### src/rtl/div_result_collector.sv
// div_result_collector: drains byte-serial divider results (Q lo, Q hi, R lo, R hi) through the
// OutBuffFull/ReceiveData handshake and queues {quotient, remainder} in a first-word-fall-through FIFO.
module div_result_collector #(
  parameter int unsigned DEPTH = 4
) (
  input  logic                    clk,
  input  logic                    reset,
  input  logic                    OutBuffFull,
  input  logic [7:0]              DataOut,
  output logic                    ReceiveData,
  output logic                    res_valid,
  input  logic                    res_ready,
  output logic [15:0]             res_quotient,
  output logic [15:0]             res_remainder,
  output logic [$clog2(DEPTH):0]  res_count,
  output logic                    frame_busy
);
  localparam int unsigned ptrWidth = $clog2(DEPTH);
  localparam int unsigned cntWidth = ptrWidth + 1;

  typedef enum logic [1:0] {Fetch = 2'd0, Ack = 2'd1, Gap = 2'd2} stateT;

  stateT                state, stateNext;
  logic [1:0]           byteIdx, byteIdxNext;
  logic [31:0]          frameReg;
  logic [31:0]          fifoMem [DEPTH];
  logic [ptrWidth-1:0]  wrPtr, rdPtr, rdPtrNext;
  logic [cntWidth-1:0]  countNext, remainAfterPop;
  logic                 pushC, popC;
  logic                 receiveDataNext, frameBusyNext, resValidNext;
  logic [31:0]          headNext;

  // Next state; a new frame only starts when the FIFO has a free entry, so the closing push always fits.
  always_comb begin
    stateNext = state;
    case (state)
      Fetch: if (OutBuffFull && (byteIdx != 2'd0 || res_count < cntWidth'(DEPTH))) stateNext = Ack;
      Ack:   stateNext = Gap;
      Gap:   stateNext = Fetch;
      default: stateNext = Fetch;
    endcase
  end

  // Next values for the frame counter, FIFO bookkeeping and registered outputs.
  always_comb begin
    byteIdxNext = byteIdx;
    pushC       = 1'b0;
    if (state == Gap) begin
      pushC       = (byteIdx == 2'd3);
      byteIdxNext = byteIdx + 2'd1;
    end
    popC           = res_valid & res_ready;
    rdPtrNext      = rdPtr + ptrWidth'(popC);
    remainAfterPop = res_count - cntWidth'(popC);
    countNext      = remainAfterPop + cntWidth'(pushC);
    resValidNext   = (countNext != '0);
    // Head bypasses storage when the pushed entry lands in an otherwise empty FIFO.
    headNext = {res_remainder, res_quotient};
    if (remainAfterPop == '0) begin
      if (pushC) headNext = frameReg;
    end else begin
      headNext = fifoMem[rdPtrNext];
    end
    receiveDataNext = (stateNext == Ack);
    frameBusyNext   = (byteIdxNext != 2'd0) || (stateNext != Fetch);
  end

  always_ff @(posedge clk) begin
    if (reset) begin
      state         <= Fetch;
      byteIdx       <= 2'd0;
      frameReg      <= 32'd0;
      wrPtr         <= '0;
      rdPtr         <= '0;
      res_count     <= '0;
      res_valid     <= 1'b0;
      res_quotient  <= 16'd0;
      res_remainder <= 16'd0;
      ReceiveData   <= 1'b0;
      frame_busy    <= 1'b0;
    end else begin
      state   <= stateNext;
      byteIdx <= byteIdxNext;
      if (state == Ack) frameReg[{byteIdx, 3'b000} +: 8] <= DataOut;
      if (pushC) wrPtr <= wrPtr + ptrWidth'(1);
      rdPtr                         <= rdPtrNext;
      res_count                     <= countNext;
      res_valid                     <= resValidNext;
      {res_remainder, res_quotient} <= headNext;
      ReceiveData                   <= receiveDataNext;
      frame_busy                    <= frameBusyNext;
    end
  end

  always_ff @(posedge clk) begin
    if (pushC) fifoMem[wrPtr] <= frameReg;
  end

endmodule
### config.mk
export PLATFORM = sky130hd
export DESIGN_NAME = div_result_collector
export DESIGN_NICKNAME = d
export VERILOG_FILES = /design/src/rtl/div_result_collector.sv
export SDC_FILE = /design/constraint.sdc
export NUM_CORES = 1
export LEC_CHECK = 0
export BUFFER_PORTS_ARGS = -buffer_cell sky130_fd_sc_hd__buf_4
export CORE_ASPECT_RATIO = 0.9
export CORE_MARGIN = 5
export CORE_UTILIZATION = 60
export DETAILED_ROUTE_END_ITERATION = 10
export PLACE_DENSITY = 0.8
export SYNTH_ARGS = -nofsm -noshare
export SYNTH_HDL_FRONTEND = slang
export SYNTH_SLANG_ARGS = --single-unit
### constraint.sdc
create_clock -name clk -period 2.9 [get_ports clk]
set_input_delay 0.29 -clock clk [delete_from_list [all_inputs] [get_ports clk]]
set_output_delay 0.29 -clock clk [all_outputs]
set_load 0.02 [all_outputs]
### Word level (Yosys, flattened, before mapping)

Memory sizes are Yosys's and may differ from the RTL's.
Cells that the tools add are included.

* add/sub/neg operators: 6
* $lt $le $gt $ge: 1
* eq/ne operators: 5
* shift operators: 2
* multiplexer cells: 9
* bitwise operators: 1
* reductions and logical operators: 9

Operators by type and width (count)
* $mux W32: 2
* $bwmux W32: 1
* $shift A8 B7 Y32 const A: 1
* $shiftx A8 B7 Y32: 1
* $neg A5 Y7: 1
* $reduce_bool A2 Y1: 3
* $add A2 B1 Y2 const B: 2
* $eq A2 B1 Y1 const B: 2
* $eq A2 B2 Y1 const B: 2
* $mux W2: 2
* $pmux W2 S2: 1
* $add A3 B1 Y3: 1
* $logic_not A3 Y1: 1
* $lt A3 B3 Y1 const B: 1
* $mux W1: 3
* $reduce_bool A3 Y1: 1
* $sub A3 B1 Y3: 1
* $add A2 B1 Y2: 1
* $logic_not A2 Y1: 1
* $logic_or A1 B1 Y1: 2
* $ne A2 B2 Y1 const B: 1
* $and A1 B1 Y1: 1
* $logic_and A1 B1 Y1: 1

* bits in registers: 78
* RAM bits: 128
* bits of input ports: 12
* output and inout port bits: 38
* word-level logic and storage cells: 45
* memories kept: 1

Memory list
* fifoMem: depth 4, width 32, rd ports 1, clocked after Yosys merged registers in 0, wr ports 1, RTL line 26 `logic [31:0] fifoMem [DEPTH];`

### Logic depth before layout (Yosys ltp)

Gate-level depths: netlist (run 1).

* word-level depth: 7
* mapped depth: 9
* gate-level depth less buffers: 7

### Worst setup path before layout (run 1)

OpenSTA, ideal clock, no wires.

* path kind: reg2reg
* from: register byteIdx[0]
* to: memory fifoMem[0][0] (enable)
* library setup time: 0.392 ns
* data arrival time: 1.960 ns
* required time: 2.508 ns
* slack: 0.547 ns
* stages on the path, launching flop included: 7
* buffers on the path: 2
* period minus slack after synthesis: 2.353 ns
* path through: dfxtp_1 -> ha_1 -> nand3b_1 -> buf_4 -> inv_6 -> buf_2 -> and2_1

* word-level cells in the longest chain between the ends: 4

Ends and longest elaborated chain
* start, declared: RTL line 24 `logic [1:0] byteIdx, byteIdxNext;`
* start signal, assigned: RTL line 83 `byteIdx <= byteIdxNext;`
* $eq A2 B2 Y1: RTL line 49 `pushC = (byteIdx == 2'd3);`
* $mux W1: RTL line 48 `if (state == Gap) begin`
* via pushC: RTL line 29 `logic pushC, popC;`
* $mux W1: RTL line 96 `if (pushC) fifoMem[wrPtr] <= frameReg;`
* $mux W1 (implied by the code): RTL line 96
* end, declared: RTL line 26

The timed path passes the listed nets, and every way through them passes these cells.

### Worst setup path in the final report (run 1)

* from: register res_valid
* to: register res_remainder[10]

* word-level cells in the longest chain between the ends: 4
* elaborated cells between the ends (all ways): 7
* classes of those cells: add/sub: 2; eq/ne: 1; mux: 1; bitwise: 1; reduce/logical: 1; memory: 1

Ends and longest elaborated chain
* start, declared: RTL line 11 `output logic res_valid,`
* start signal, assigned: RTL line 88 `res_valid <= resValidNext;`
* $and A1 B1 Y1 *: RTL line 52 `popC = res_valid & res_ready;`
* $add A2 B1 Y2 or $sub A3 B1 Y3 (tied branches): RTL line 53, 54
* $mem_v2 Z4 W32 or $logic_not A3 Y1 (tied branches)
* $mux W32 or $ne A2 B2 Y1 (tied branches)
* end signal, assigned: RTL line 89 `{res_remainder, res_quotient} <= headNext;`
* end, declared: RTL line 14 `output logic [15:0] res_remainder,`

Mark *: on every way between the ends. The rest lies on a longest branch, timed or not.
A chain may end at the register's enable or synchronous reset.

==> impl_metrics.env, run 1 <==
export IMPL_clock_sinks=206
export IMPL_seq_area_frac_synth_pct=67.3
export IMPL_cap_violations=0
export IMPL_critPathKind="reg2reg"
export IMPL_clk_latency_ps=480
export IMPL_slew_headroom_pct=58.7
export IMPL_r2r_setup_slack_ps=590
export IMPL_fin_cells=710
export IMPL_ir_drop_v=0.000687
export IMPL_routedWlPerCell_um=22.2
export IMPL_drive_gt1_share_pct=29.3
export IMPL_fmax_mhz=433
export IMPL_netlist_area_leader_share_pct=47.9
export IMPL_drt_iter0_markers=305
export IMPL_r2r_start="res_valid$_SDFF_PP0_"
export IMPL_slew_viol_final=0
export IMPL_synth_async_sr_flop_share_pct=0
export IMPL_yosys_top_cells_area="edfxtp_1 48%, dfxtp_1 19%, mux4_2 9.0%, o2bb2ai_2 5.6%, mux2i_1 4.1%"
export IMPL_num_vias=4364
export IMPL_final_nets=553
export IMPL_tightest_slew_ps=619
export IMPL_holdPathEnd="frameReg[5]$_SDFFE_PP0P_"
export IMPL_clock_skew_ps=6.33
export IMPL_grt_pass1_vias=4468
export IMPL_io_buffers=49
export IMPL_path_buf_inv=2
export IMPL_arrival_ps=2710
export IMPL_path_cells="and2_1 > ha_1 > ha_1 > inv_1 > or4_2 > buf_4 > o2bb2ai_1"
export IMPL_cts_tree="built"
export IMPL_holdBufCountCts=0
export IMPL_dp_cells=674
export IMPL_grt_usage_pct=20.1
export IMPL_seq_area_mm2=0.00541
export IMPL_r2r_end="res_remainder[10]$_SDFFE_PP0P_"
export IMPL_cpLargestDelayFamily="simple AND/OR/NAND/NOR gates"
export IMPL_path_common_cell="ha_1"
export IMPL_synth_edff_count=128
export IMPL_avgSynthCellArea_um2=16.9
export IMPL_grt_first_pass_wirelength_um=25000
export IMPL_die_area_mm2=0.0158
export IMPL_reg2regPathDepth=7
export IMPL_post_cts_buffers=0
export IMPL_setup_viol=0
export IMPL_slowest_delay_ps=660
export IMPL_synth_area_leader_cell="edfxtp_1"
export IMPL_fillers=861
export IMPL_core_area_mm2=0.0132
export IMPL_place_congestion=0.849
export IMPL_synth_warnings=0
export IMPL_finalCritPeriodShare_pct=79.5
export IMPL_ys_flop_type="edfxtp_1"
export IMPL_cts_max_level=1
export IMPL_multi_input_area_mm2=0.00242
export IMPL_setup_tns_ps=0
export IMPL_hold_viol_final=0
export IMPL_cts_path_max_buffers=3
export IMPL_drc=0
export IMPL_start_util_pct=60.8
export IMPL_rows=40
export IMPL_outcome="finished clean"
export IMPL_cts_resized=0
export IMPL_powerDensity_mw_per_mm2=805
export IMPL_drt_pass1_iterations=7
export IMPL_grt_overflow=0
export IMPL_leakage_nw=3.34
export IMPL_ys_ff_latch=206
export IMPL_syn_inst=476
export IMPL_routed_wl_um=15800
export IMPL_die_width_um=132
export IMPL_mappedNetlistArea_mm2=0.00803
export IMPL_holdPathStages=3
export IMPL_die_h_um=120
export IMPL_yosys_cell_types_count=37
export IMPL_hp_class="in2reg"
export IMPL_ant_nets=0
export IMPL_crit_fanout=32
export IMPL_worstPathRequired_ps=3300
export IMPL_antenna_found_initial=0
export IMPL_grt_max_degree=48
export IMPL_io_pins=50
export IMPL_routed_via_density=6.15
export IMPL_layout_common_cells="128 x edfxtp_1, 78 x dfxtp_1, 59 x buf_4"
export IMPL_fin_crit_ps=2310
export IMPL_rsz0062_at_grt="false"
export IMPL_area_growth_pct=14.2
export IMPL_cpMaxStageDelayCell="or4_2"
export IMPL_cts_root_buf="clkbuf_16"
export IMPL_diodes=0
export IMPL_cts_made_buffers=20
export IMPL_synth_fp_nets=501
export IMPL_dp_hpwl_um=9140
export IMPL_critPathLaunchType="flip-flop"
export IMPL_layout_commonest_cell="edfxtp_1"
export IMPL_clk_pin_slew_ps=60
export IMPL_worstHoldStart="DataOut[5]"
export IMPL_crit_path_end_kind="flip-flop"
-- flip-flops by register name, summed over array words and instances, names as in the netlist --
| register | flops |
|---|---|
| ReceiveData | 1 |
| byteIdx | 2 |
| fifoMem | 128 |
| frameReg | 32 |
| frame_busy | 1 |
| rdPtr | 2 |
| res_count | 3 |
| res_quotient | 16 |
| res_remainder | 16 |
| res_valid | 1 |
| state | 2 |
| wrPtr | 2 |
-- where the power goes --
group          switching (W)  total [W]  internal, W
Sequential          0.000105    0.00335      0.00324
Clock                0.00103    0.00242      0.00139
Combinational       0.000897    0.00162     0.000726
Total                0.00203    0.00739      0.00535
-- layer usage --
layer | routed length [um] | global-route usage (%) | part of all wire (%) | up-vias
li1 | - | - | - | 1985
met1 | 6760 | 28.1 | 43 | 2213
met2 | 7840 | 33.4 | 50 | 131
met3 | 802 | 2.98 | 5.1 | 35
met4 | 360 | 5.14 | 2.3 | 0
met5 | 0 | 0 | 0 | -
-- cell usage after synthesis, types with 5 or more instances --
library cell / instances
nor2_1: 29
nand3_1: 8
inv_1: 9
clkbuf_1: 6
ha_1: 13
o2bb2ai_2: 30
edfxtp_1: 128
a21oi_1: 12
mux2i_1: 33
buf_2: 12
and2_1: 7
nand2_1: 13
mux4_2: 32
a32oi_1: 24
dfxtp_1: 78
nand3b_1: 5
buf_4: 5
-- logic make-up (layout without fill, tap and decap cells) --
| logic type | count (synthesis) | in the layout | synth area share (%) |
|---|---|---|---|
| adders and majority gates | 13 | 13 | 2.03 |
| xor gates and xnor gates | 4 | 4 | 0.530 |
| AOI/OAI and AO/OA | 72 | 72 | 9.58 |
| DFF | 206 | 206 | 67.3 |
| buffers and inverters | 41 | 107 | 2.70 |
| and+or+nand+nor | 75 | 75 | 4.77 |
| muxes | 65 | 65 | 13.1 |
-- how the worst max path moves through the flow --
stage / from / endpoint / depth (start not counted)
floorplan: byteIdx[0]$_SDFF_PP0_ / fifoMem[0][0]$_DFFE_PP_ / 6
global placement: res_ready / res_remainder[10]$_SDFFE_PP0P_ / 8
detailed placement: res_ready / res_quotient[7]$_SDFFE_PP0P_ / 8
CTS: res_valid$_SDFF_PP0_ / res_remainder[10]$_SDFFE_PP0P_ / 7
global route: res_valid$_SDFF_PP0_ / res_remainder[10]$_SDFFE_PP0P_ / 7
finish: res_valid$_SDFF_PP0_ / res_remainder[10]$_SDFFE_PP0P_ / 7
-- tightest hold or removal path: cells and delay by family --
kind	cells	cell delay, ps
buffers and inverters	1	140
AOI/OAI and AO/OA	1	60
and+or+nand+nor	1	60
-- final cells by class --
type | count | share of cell area [%]
clock buffer | 30 | 6.32
clock inverter | 6 | 0.368
inverter | 10 | 0.464
multi-input combinational | 229 | 26.4
sequential | 206 | 58.9
tap | 168 | 2.29
timing repair buffer | 61 | 5.27
-- stage by stage --
step	power [W]	hold slack [ps]	area (um2)	setup slack [ps]	util, %
2_1_floorplan	0.00459	442	8030	547	-
3_3_place_gp	0.00501	474	8560	598	64.8
3_5_place_dp	0.00506	507	8560	532	64.8
4_1_cts	0.00746	105	9170	586	69.4
5_1_grt	0.00771	114	9170	481	69.4
6_report	0.00739	122	9170	593	69.4
No activity file was read; power rests on OpenSTA's default activity.
==> run 2, diff against run 1 <==
- CORE_UTILIZATION: 60 -> 54
- PLACE_DENSITY: 0.8 -> 0.76
- clock period: 2.9 -> 1.9 ns (I/O delays scaled with it)
==> run 2 against run 1 <==
The flow now finishes with violations (negative setup slack). First-iteration DRC count increased by 7.2%. Cell count increased by 8.7%. Wire length increased by 13%. Flip-flop and latch count unchanged. Via count increased by 4.8%. Critical path depth decreased by 1. Register-to-register slack got worse by 620 ps. Total power increased by 71%. Sequential power increased by 52%. Design area increased by 7.9%. Worst setup slack got worse by 620 ps. Maximum frequency increased by 20%. Largest cell class unchanged. Largest power group unchanged.
==> impl_metrics.env, run 2 (same netlist as run 1, synthesis figures left out) <==
export IMPL_hold_viol_final=0
export IMPL_setup_tns_ps=-551
export IMPL_cp_startpoint="res_valid$_SDFF_PP0_"
export IMPL_timing_hold_ws_ps=4.05
export IMPL_drc=0
export IMPL_slew_headroom_pct=57.2
export IMPL_clock_sinks=206
export IMPL_setup_viol=30
export IMPL_area_growth_pct=23.2
export IMPL_top_register="fifoMem"
export IMPL_grt_max_degree=47
export IMPL_core_area_mm2=0.0147
export IMPL_holdBufCountCts=0
export IMPL_clock_skew_ps=16.4
export IMPL_path_cells="and2_4 > buf_6 > ha_4 > buf_12 > mux4_2 > o2bb2ai_2"
export IMPL_cts_path_max_buffers=3
export IMPL_cts_tree="built"
export IMPL_leakage_nw=3.64
export IMPL_grt_first_pass_wirelength_um=27500
export IMPL_cpMaxStageDelayCell="mux4_2"
export IMPL_slowest_delay_ps=520
export IMPL_post_place_ws_ps=-160
export IMPL_io_buffers=49
export IMPL_tightest_slew_ps=641
export IMPL_outcome="finished with violations"
export IMPL_powerDensity_mw_per_mm2=1280
export IMPL_grt_pass1_vias=4829
export IMPL_layout_common_cells="128 x edfxtp_1, 77 x dfxtp_1, 68 x buf_4"
export IMPL_drt_pass1_iterations=6
export IMPL_critPathLaunchType="flip-flop"
export IMPL_place_congestion=0.808
export IMPL_routed_via_density=5.92
export IMPL_r2r_start="res_valid$_SDFF_PP0_"
export IMPL_drt_iter0_markers=327
export IMPL_layout_commonest_cell="edfxtp_1"
export IMPL_start_util_pct=54.8
export IMPL_multi_input_area_mm2=0.00251
export IMPL_routed_wl_um=17800
export IMPL_worstPathRequired_ps=2280
export IMPL_crit_path_end_kind="flip-flop"
export IMPL_antenna_found_initial=0
export IMPL_path_buf_inv=2
export IMPL_diodes=0
export IMPL_seq_area_mm2=0.00541
export IMPL_rsz0062_at_grt="true"
export IMPL_final_nets=583
export IMPL_violations="negative setup slack"
export IMPL_slew_viol_final=0
export IMPL_dp_hpwl_um=10500
export IMPL_cpLargestDelayFamily="multiplexers"
export IMPL_largestRegisters="fifoMem (128), frameReg (32)"
export IMPL_arrival_ps=2310
export IMPL_fmax_mhz=518
export IMPL_grt_overflow=0
export IMPL_critPathKind="reg2reg"
export IMPL_finalCritPeriodShare_pct=102
export IMPL_crit_fanout=7
export IMPL_worstHoldStart="DataOut[6]"
export IMPL_routedWlPerCell_um=23.0
export IMPL_cts_max_level=1
export IMPL_fillers=929
export IMPL_cts_made_buffers=22
export IMPL_rows=42
export IMPL_cap_violations=0
export IMPL_fin_ws_ps=-30.1
export IMPL_num_vias=4573
export IMPL_die_width_um=139
export IMPL_io_pins=50
export IMPL_die_area_mm2=0.0174
export IMPL_fin_crit_ps=1930
export IMPL_largest_reg_flops=128
export IMPL_cts_root_buf="clkbuf_16"
export IMPL_grt_usage_pct=20.2
export IMPL_die_h_um=126
export IMPL_hp_class="in2reg"
export IMPL_ir_drop_v=0.000807
export IMPL_drive_gt1_share_pct=35.0
export IMPL_clk_pin_slew_ps=60
export IMPL_clk_latency_ps=490
export IMPL_ant_nets=0
run 2: area by class of cell:
class                           count  share of cell area, %
Timing Repair Buffer               89                   9.65
Clock inverter                      4                  0.278
Tap cell                          198                   2.50
Inverter                           10                  0.430
Sequential cell                   206                   54.6
Clock buffer                       36                   7.15
Multi-Input combinational cell    229                   25.3
run 2: what timing repair did:
item / CTS / global route
endpoints found under the setup margin: 32 / 32
resized for setup: 16 / 1
gates cloned: 3 / 2
buffers inserted: 1 / 1
pin swaps: 3 / 5
run 2: power by group:
| group | internal (W) | switching, W | total [W] | leakage [nW] |
|---|---|---|---|---|
| Combinational | 0.00168 | 0.00167 | 0.00335 | 1.31 |
| Sequential | 0.00495 | 0.000150 | 0.00510 | 1.97 |
| Clock | 0.00255 | 0.00166 | 0.00421 | 0.357 |
run 2: worst paths after layout:
path / to / slack [ps] / cells after the start
worst min register to register: wrPtr[1]$_SDFFE_PP0P_ / 520 / 2
worst max register to register: res_quotient[15]$_SDFFE_PP0P_ / -30 / 6
worst min-delay path: frameReg[6]$_SDFFE_PP0P_ / 4 / 3
worst max-delay path: res_quotient[15]$_SDFFE_PP0P_ / -30 / 6
run 2: worst register-to-register path, stage by stage, from the launching register on:
cell and delay, ps:
dfxtp_2 320, and2_4 140, buf_6 110, ha_4 400
buf_12 180, mux4_2 530, o2bb2ai_2 130
run 2: metrics by stage:
| step | util, % | cell area [um2] | power, W | instances |
|---|---|---|---|---|
| floorplan | - | 8060 | 0.00706 | 476 |
| global placement | 60.9 | 8920 | 0.00788 | 725 |
| detailed placement | 60.9 | 8920 | 0.00794 | 725 |
| CTS | 67.0 | 9830 | 0.0126 | 769 |
| global route | 67.5 | 9890 | 0.0132 | 772 |
| finish | 67.5 | 9890 | 0.0127 | 772 |
run 2: metal layers:
metal / global-route usage, % / vias to the layer above / part of all wire, %
met5: 0 / - / 0
met4: 5.46 / 0 / 2.4
met3: 2.77 / 34 / 5.9
met2: 34.2 / 187 / 51
met1: 27.9 / 2318 / 41
li1: - / 2034 / -
==> run 3, diff against run 2 <==
- CORE_UTILIZATION: 54 -> 56
- CTS_BUF_LIST: unset -> sky130_fd_sc_hd__clkbuf_4 sky130_fd_sc_hd__clkbuf_8
- PLACE_DENSITY: 0.76 -> 0.77
- SKIP_LAST_GASP: unset -> 1
==> run 3 against run 2 <==
The run still ends with negative setup slack left. Register-to-register slack got worse by 30 ps. Global-route usage rose by 1.3 points. Clock skew barely moved. Worst hold slack better by 150 ps. Maximum frequency fell by 1.6%. Critical path depth increased by 1. Clock-buffer cell count is 17 higher. Sequential power about the same. Sequential share of layout area is 0.15 points lower. Die area decreased by 3.3%. Critical path type unchanged. Largest cell class unchanged. Highest routed layer unchanged.
==> impl_metrics.env, run 3 (same netlist as run 1, synthesis figures left out) <==
export IMPL_outcome="finished with violations"
export IMPL_violations="negative setup slack"
export IMPL_setup_viol=32
export IMPL_rsz0062_at_grt="true"
export IMPL_rows=41
export IMPL_timing_hold_ws_ps=150
export IMPL_die_area_mm2=0.0168
export IMPL_die_h_um=124
export IMPL_utilization_pct=70.6
export IMPL_layout_common_cells="128 x edfxtp_1, 77 x dfxtp_1, 65 x buf_4"
export IMPL_post_place_ws_ps=-179
export IMPL_fin_ws_ps=-61.3
export IMPL_cts_tree="built"
export IMPL_drt_pass1_iterations=5
export IMPL_cts_made_buffers=31
export IMPL_hold_viol_final=0
export IMPL_setup_tns_ps=-1300
export IMPL_diodes=0
export IMPL_top_register="fifoMem"
export IMPL_layout_commonest_cell="edfxtp_1"
export IMPL_ant_nets=0
export IMPL_io_pins=50
export IMPL_routed_wl_um=17800
export IMPL_slew_headroom_pct=66.7
export IMPL_cp_startpoint="res_valid$_SDFF_PP0_"
export IMPL_crit_path_end_kind="flip-flop"
export IMPL_r2r_start="res_valid$_SDFF_PP0_"
export IMPL_die_width_um=136
export IMPL_core_area_mm2=0.0141
export IMPL_cap_violations=0
export IMPL_clk_pin_slew_ps=70
export IMPL_cts_root_buf="clkbuf_8"
export IMPL_r2r_setup_slack_ps=-60
export IMPL_endpoint="res_quotient[1]$_SDFFE_PP0P_"
export IMPL_area_growth_pct=23.5
export IMPL_io_buffers=49
export IMPL_powerDensity_mw_per_mm2=1260
export IMPL_grt_pass1_vias=4764
export IMPL_routedWlPerCell_um=22.7
export IMPL_drc=0
export IMPL_grt_first_pass_wirelength_um=27400
export IMPL_grt_max_degree=47
export IMPL_critPathKind="reg2reg"
export IMPL_clock_skew_ps=16.1
export IMPL_holdPathStages=3
export IMPL_place_congestion=0.776
export IMPL_crit_fanout=8
export IMPL_fillers=887
export IMPL_finalCritPeriodShare_pct=103
export IMPL_critPathLaunchType="flip-flop"
export IMPL_fin_crit_ps=1960
export IMPL_final_nets=594
export IMPL_dp_hpwl_um=10300
export IMPL_grt_usage_pct=21.5
export IMPL_clk_latency_ps=530
export IMPL_largest_reg_flops=128
export IMPL_tightest_slew_ps=499
export IMPL_reg2regPathDepth=7
export IMPL_arrival_ps=2430
export IMPL_ir_drop_v=0.000920
export IMPL_start_util_pct=57.1
export IMPL_fmax_mhz=510
export IMPL_slew_viol_final=0
export IMPL_worstPathRequired_ps=2370
export IMPL_cts_path_max_buffers=3
export IMPL_clock_sinks=206
export IMPL_antenna_found_initial=0
export IMPL_grt_overflow=0
export IMPL_drive_gt1_share_pct=37.3
export IMPL_cts_max_level=1
export IMPL_r2r_end="res_quotient[1]$_SDFFE_PP0P_"
export IMPL_largestRegisters="fifoMem (128), frameReg (32)"
export IMPL_num_vias=4650
export IMPL_routed_via_density=5.92
export IMPL_drt_iter0_markers=387
export IMPL_leakage_nw=3.66
export IMPL_hp_class="in2reg"
export IMPL_power_total_w=0.0125
-- run 3: worst max-delay path, cell delays in order (launching register included) --
cell       delay (ps)
dfxtp_2           320
and2_4            170
ha_4              160
ha_4              260
inv_2              30
or4_4             600
buf_16            210
o2bb2ai_4         140
-- run 3: how the worst min path moves through the flow --
stage / from / end / slack, ps
after floorplan: DataOut[0] / frameReg[0]$_SDFFE_PP0P_ / 340
after global routing: OutBuffFull / state[0]$_SDFF_PP0_ / 120
after global placement: wrPtr[0]$_SDFFE_PP0P_ / wrPtr[0]$_SDFFE_PP0P_ / 480
final: OutBuffFull / state[0]$_SDFF_PP0_ / 150
after detailed placement: DataOut[3] / frameReg[3]$_SDFFE_PP0P_ / 500
after CTS: OutBuffFull / state[0]$_SDFF_PP0_ / 100
-- run 3: per-layer routing --
layer	vias to the layer above	wire, um	GRT usage (%)	share of wire [%]
li1	2054	-	-	-
met1	2388	7420	30.0	42
met2	187	8990	35.8	50
met3	21	1200	3.96	6.7
met4	0	199	4.91	1.1
met5	-	0	0	0
-- run 3: metrics by stage --
stage               cell area, um2  std cells
detailed placement            8840        715
global placement              8840        715
global route                  9920        786
CTS                           9780        786
floorplan                     8060        476
finish                        9920        786
-- run 3: cell type report --
| type | instances | area (um2) | area share [%] |
|---|---|---|---|
| clock inverter | 4 | 70.1 | 0.706 |
| inverter | 10 | 42.5 | 0.429 |
| timing repair buffer | 91 | 940 | 9.47 |
| multi-input combinational | 229 | 2620 | 26.4 |
| tap | 193 | 241 | 2.43 |
| sequential | 206 | 5410 | 54.5 |
| clock buffer | 53 | 604 | 6.09 |
-- run 3: power breakdown --
group,internal [W],switching (W)
Combinational,0.00172,0.00180
Clock,0.00226,0.00157
Sequential,0.00495,0.000158
Total,0.00893,0.00353
-- run 3: what timing repair did --
item | CTS | global route
endpoints found under the hold margin | 31 | 0
setup buffers | 2 | 0
endpoints found under the setup margin | 32 | 40
resized for setup | 11 | 16
hold buffers | 8 | 0
gates cloned | 4 | 2
pin swaps | 3 | 2
